File: src/rtl/pn_checker_pkg.sv
// Shared constants and types for the PRBS-7 pattern checker.
package pn_checker_pkg;

  localparam int PRBS7_W = 7;
  localparam int TAP_HI  = 6;
  localparam int TAP_LO  = 5;
  localparam int CNT_W   = 32;

  typedef enum logic {
    SEARCH = 1'b0,
    LOCKED = 1'b1
  } state_e;

endpackage

File: src/rtl/prbs7_lfsr.sv
// PRBS-7 (x^7+x^6+1) shift register: loads received bits while searching,
// free-runs on its own prediction (flywheel) once locked.
module prbs7_lfsr
  import pn_checker_pkg::*;
(
  input  logic clk,
  input  logic rst_n,
  input  logic en_i,
  input  logic load_i,
  input  logic data_i,
  output logic pred_o,
  output logic zero_o
);

  logic [PRBS7_W-1:0] sr_q;
  logic [PRBS7_W-1:0] sr_d;

  assign pred_o = sr_q[TAP_HI] ^ sr_q[TAP_LO];
  assign zero_o = (sr_q == '0);

  always_comb begin
    sr_d = sr_q;
    if (en_i) begin
      sr_d = {sr_q[PRBS7_W-2:0], (load_i ? data_i : pred_o)};
    end
  end

  always_ff @(posedge clk or negedge rst_n) begin
    if (!rst_n) begin
      sr_q <= '0;
    end else begin
      sr_q <= sr_d;
    end
  end

endmodule

File: config.mk
export PLATFORM = sky130hd
export DESIGN_NAME = prbs7_lfsr
export DESIGN_NICKNAME = d
export VERILOG_FILES = /design/src/rtl/pn_checker_pkg.sv /design/src/rtl/prbs7_lfsr.sv
export SDC_FILE = /design/constraint.sdc
export NUM_CORES = 1
export LEC_CHECK = 0
export ABC_AREA = 1
export BUFFER_PORTS_ARGS = -buffer_cell sky130_fd_sc_hd__buf_4
export CAP_MARGIN = 20
export CORE_AREA = 2 2 39 41
export DETAILED_ROUTE_END_ITERATION = 10
export DIE_AREA = 0 0 41 43
export PLACE_DENSITY = 0.4
export RECOVER_POWER = 100
export SYNTH_ARGS = -nofsm -noshare
export SYNTH_HDL_FRONTEND = slang
export SYNTH_SLANG_ARGS = --single-unit
File: constraint.sdc
create_clock -name clk -period 1.21 [get_ports clk]
set_input_delay 0.0605 -clock clk [delete_from_list [all_inputs] [get_ports clk]]
set_output_delay 0.0605 -clock clk [all_outputs]
set_load 0.05 [all_outputs]
# --- Yosys cells after proc, flatten, opt, wreduce, memory -nomap -nowiden ---
# Cells that the tools add are included.
word_totals:
  ff_bits: 7
  latchBits: 0
  ram_bits: 0
  romBits: 0
  input_bits: 5
  output_inout_bits: 2
  word_cells: 4
  mem_count: 0
op_classes:
  addsub: 0
  n_mul: 0
  div: 0
  n_lt_le_gt_ge: 0
  n_eq_ne: 0
  shifts: 0
  muxes: 1
  n_bitwise: 1
  reduce_logical: 1
ops:
  columns: ["operator", "count"]
  rows:
  - ["7-bit logical NOT", 1]
  - ["1-bit 2-to-1 mux", 1]
  - ["1-bit bitwise XOR", 1]

# --- Logic depth before layout (Yosys ltp) ---
logic_depth:
  depth_word: 2
  depth_mapped: 5
  depth_no_buf: 5

# --- Worst setup path after synthesis ---
# Ideal clock, no wire load.
synth_timing:
  kind: "reg-to-output"
  start: "register sr_q[4]"
  end: "output port zero_o"
  arrival_time_ps: 1175
  required_time_ps: 1150
  setup_slack_ps: -26
  stages_incl_launch_ff: 4
  path_buffers: 0
  cell_sequence: "dfrtp_1 > nor2_1 > nand3_1 > nor2_1"
synth_between:
  elab_chain_cells: 1
synth_rtl:
  columns: ["item", "line_no", "source"]
  rows:
  - ["start, declared", "prbs7_lfsr.sv:15", "logic [PRBS7_W-1:0] sr_q;"]
  - ["start signal, assigned", "prbs7_lfsr.sv:32", "sr_q <= sr_d;"]
  - ["7-bit logical NOT", "prbs7_lfsr.sv:19", "assign zero_o = (sr_q == '0);"]
  - ["end, declared", "prbs7_lfsr.sv:12", "output logic zero_o"]
# Every way passes these cells.

# --- Worst setup path after layout ---
layout_timing:
  start: "register sr_q[0]"
  end: "output port zero_o"
# The elaborated chain is that of the path after synthesis.

==> results.txt <==
----------------------------------------------------
[Synth]
  Syn Inst Count ... 40
  Net count after synthesis ... 45
  Total standard cell area after synthesis ... between 300 and 400 sq um
  Synthesized area per cell ... between 7 and 8 sq um
  Count of different cell masters after synthesis ... 9
  Seq/Total Area, Yosys ... 0.558
  Flop and latch count out of synthesis ... 7
  Number of warning messages in the yosys log ... 0

[CTS]
  Clock transition at the registers of the reported paths ... about 50 ps
  Library cell used as clock root buffer ... sky130_fd_sc_hd__clkbuf_4
  Worst skew pair latency ... 250 ps
  TritonCTS clock tree ... done
  Level count of the clock H-tree ... 1
  Number of clock buffers inserted by TritonCTS ... 3
  Clock net sink count ... 7
  CTS max path bufs ... 2

[Drt]
  Total via count after detailed routing ... between 200 and 300
  Detail-routed net length per standard cell ... approximately 9.4 um
  DRT iter0 DRCs ... 5
  Residual DRC ... 0
  Post-Route WL ... about 640 um
  Count of antenna-violating nets left after detailed routing ... 0
  Total iterations of the first detailed-routing run ... 4
  Avg Vias per Cell ... between 3 and 4

[Worst hold path]
  Hold_sp ... en_i
  Worst min-delay path category ... input pin to flop

[Final layout]
  Net count, final ... 58
  Sequential cell area ... between 150 and 200 sq um
  Number of flip-flops under the largest register name ... 7
  Largest reg by FF count ... sr_q
  Fraction of layout cells with a size suffix above 1 ... 0.250
  Layout filler cell count ... ~160
  Area occupied by multi-input gates ... approximately 110 sq um
  Diode count ... 0
  Synth-to-layout area growth ... 35.5%
  Regs by FF count ... sr_q: 7 flops

[Worst setup path]
  Worst path max stage delay ... 400 ps
  R2r startpoint ... sr_q[5]$_DFFE_PN0P_
  Worst path slowest cell ... sky130_fd_sc_hd__dfrtp_1
  Setup crit start ... sr_q[0]$_DFFE_PN0P_
  Crit path cell chain ... nor2_1, nand3_1, nor2_2, buf_6
  CP Max Fanout ... 3
  Data arrival time of the worst path ... approximately 1100 ps
  Startpoint Class ... flop
  Data required, critical path ... around 1200 ps
  Worst setup path category ... flop to output port
  Kind of capture point of the worst setup path ... output port

[Timing]
  Final count of negative-setup-slack endpoints ... 0
  Worst setup skew after layout ... 1.62 ps
  Setup repair after global routing missed its margin ... true
  Summed negative setup slack over all endpoints ... 0 ps
  Final critical-path setup slack ... approximately 45 ps
  Worst-margin pin slew ... 391 ps
  Final worst-path cycle share ... 0.963
  Shortest clock period the worst path allows after layout ... 1160 ps
  Top achievable clock speed ... about 0.86 GHz
  Final hold viol count ... 0
  Max-slew violations ... 0
  Worst-case headroom to the max-slew limit ... 0.740

[Power]
  Logic pwr share ... 0.285
  Max rail drop VDD ... slightly below 700 uV
  Sequential fraction of design power ... 0.412
  Power per Cell Area ... approximately 1700 nW/um^2
  Switching power as a share of total power ... 0.333
  Sw power ... 237 uW
  Internal power ... 474 uW
  Portion of total power attributed to the clock network ... 0.302
  Leakage dissipation ... ~0.00022 uW

[Floorplanning]
  Die outline width ... a little over 40 um
  Initial core utilization ... 0.227
  Die Span Y ... between 40 and 50 um
  I/O pin cnt ... 7
  Area of the placeable core ... approximately 1400 sq um
  Die area ... about 1800 sq um
  Placement row count ... 14

[Place]
  Detail Placement HPWL ... between 400 and 500 um
  Gpl congestion ... 0.647
  Number of buffers added on ports ... 6
  Post-placement worst setup slack ... around 300 ps

[GRT]
  Initial antenna violation count ... 0
  Wire length of the first global-routing pass ... roughly 1100 um
  Final global-route overflow total ... 0
  Maximum number of pins on one net before global-route repair ... 12
  Global-route usage over all layers ... 0.0962
  Vias in the first global route ... approximately 240

[Outcome]
  Run status ... complete, no violations

[Job]
  Max-cap violation count ... 0

----------------------------------------------------
==> area by class of cell <==
cell class | instances | share of cell area
flip-flops and latches | 7 | 0.412
multi-input cells | 25 | 0.253
repair buffers | 9 | 0.165
clock buffers | 4 | 0.0618
inverters | 7 | 0.0618
well taps | 16 | 0.0471
==> worst paths after layout <==
kind / endpoint / slack, ps / cells after the start
worst min register to register: sr_q[3]$_DFFE_PN0P_ / 480 / 2
worst max register to register: sr_q[0]$_DFFE_PN0P_ / 400 / 5
worst min-delay path: sr_q[3]$_DFFE_PN0P_ / 90 / 2
max in group asynchronous: sr_q[0]$_DFFE_PN0P_ / 700 / 2
worst max-delay path: zero_o / 50 / 4
min in group asynchronous: sr_q[3]$_DFFE_PN0P_ / 230 / 2
==> layout by cell type, fill, tap and decap left out <==
cell type / netlist / layout
sky130_fd_sc_hd__nand3_1: 3 / 3
sky130_fd_sc_hd__inv_1: 5 / 5
sky130_fd_sc_hd__clkbuf_1: 0 / 2
sky130_fd_sc_hd__nand2_1: 12 / 12
sky130_fd_sc_hd__inv_2: 2 / 2
sky130_fd_sc_hd__nor2_2: 0 / 1
sky130_fd_sc_hd__dlygate4sd3_1: 0 / 1
sky130_fd_sc_hd__dfrtp_1: 7 / 7
sky130_fd_sc_hd__buf_6: 0 / 1
sky130_fd_sc_hd__buf_4: 1 / 5
sky130_fd_sc_hd__nor2_1: 4 / 3
sky130_fd_sc_hd__clkbuf_4: 0 / 4
sky130_fd_sc_hd__o21ai_0: 1 / 6
==> routing by layer <==
metal	global-route usage	wire length (um)	up-vias	part of all wire
met2	0.119	314	3	0.49
met1	0.119	313	123	0.49
met3	0.0471	11	0	0.017
met4	0.0800	0	0	0
met5	0	0	-	0
li1	-	-	144	-
==> per-stage QoR <==
stage / utilization / total power (uW) / std cells / instance area (sq um) / hold WS (ps)
6_report: 0.307 / 711 / 68 / 425 / 86.4
2_1_floorplan: - / 430 / 40 / 317 / -235
5_1_grt: 0.307 / 771 / 68 / 425 / 95.7
3_3_place_gp: 0.270 / 487 / 61 / 374 / -118
3_5_place_dp: 0.270 / 487 / 61 / 374 / -120
4_1_cts: 0.297 / 710 / 66 / 410 / 74.8
==> synthesized netlist by cell type (all sizes together) <==
master	number	area [sq um]
dfrtp	7	175
o21ai	6	30.0
nor2	4	15.0
nand2	12	45.0
nand3	3	15.0
buf	1	7.51
inv	7	26.3
==> power groups by stage <==
stage | clock network [uW] | logic (uW) | registers, uW
after global placement | 0 | 190 | 298
after detailed placement | 0 | 189 | 299
after CTS | 224 | 192 | 294
after global routing | 247 | 225 | 299
final | 215 | 203 | 293
after floorplan | 0 | 137 | 293
==> repair_timing <==
| action | in CTS | in global routing |
|---|---|---|
| setup buffers | 0 | 2 |
| hold buffers | 1 | 0 |
| endpoints found under the setup margin | 0 | 1 |
| endpoints found under the hold margin | 7 | 0 |
| gates resized for setup | 0 | 2 |
==> logic make-up after synthesis <==
group / synth area share
AO/OA/AOI/OAI: 0.0956
buffers and inverters: 0.108
flip-flops: 0.558
AND/OR/NAND/NOR: 0.239
==> critical path: cells and delay by family (launching register included) <==
family                 cells  cell delay, ps
flip-flops                 1             400
buffers and inverters      1             160
AND/OR/NAND/NOR            3             290
Power figures use the tool's default switching activity.
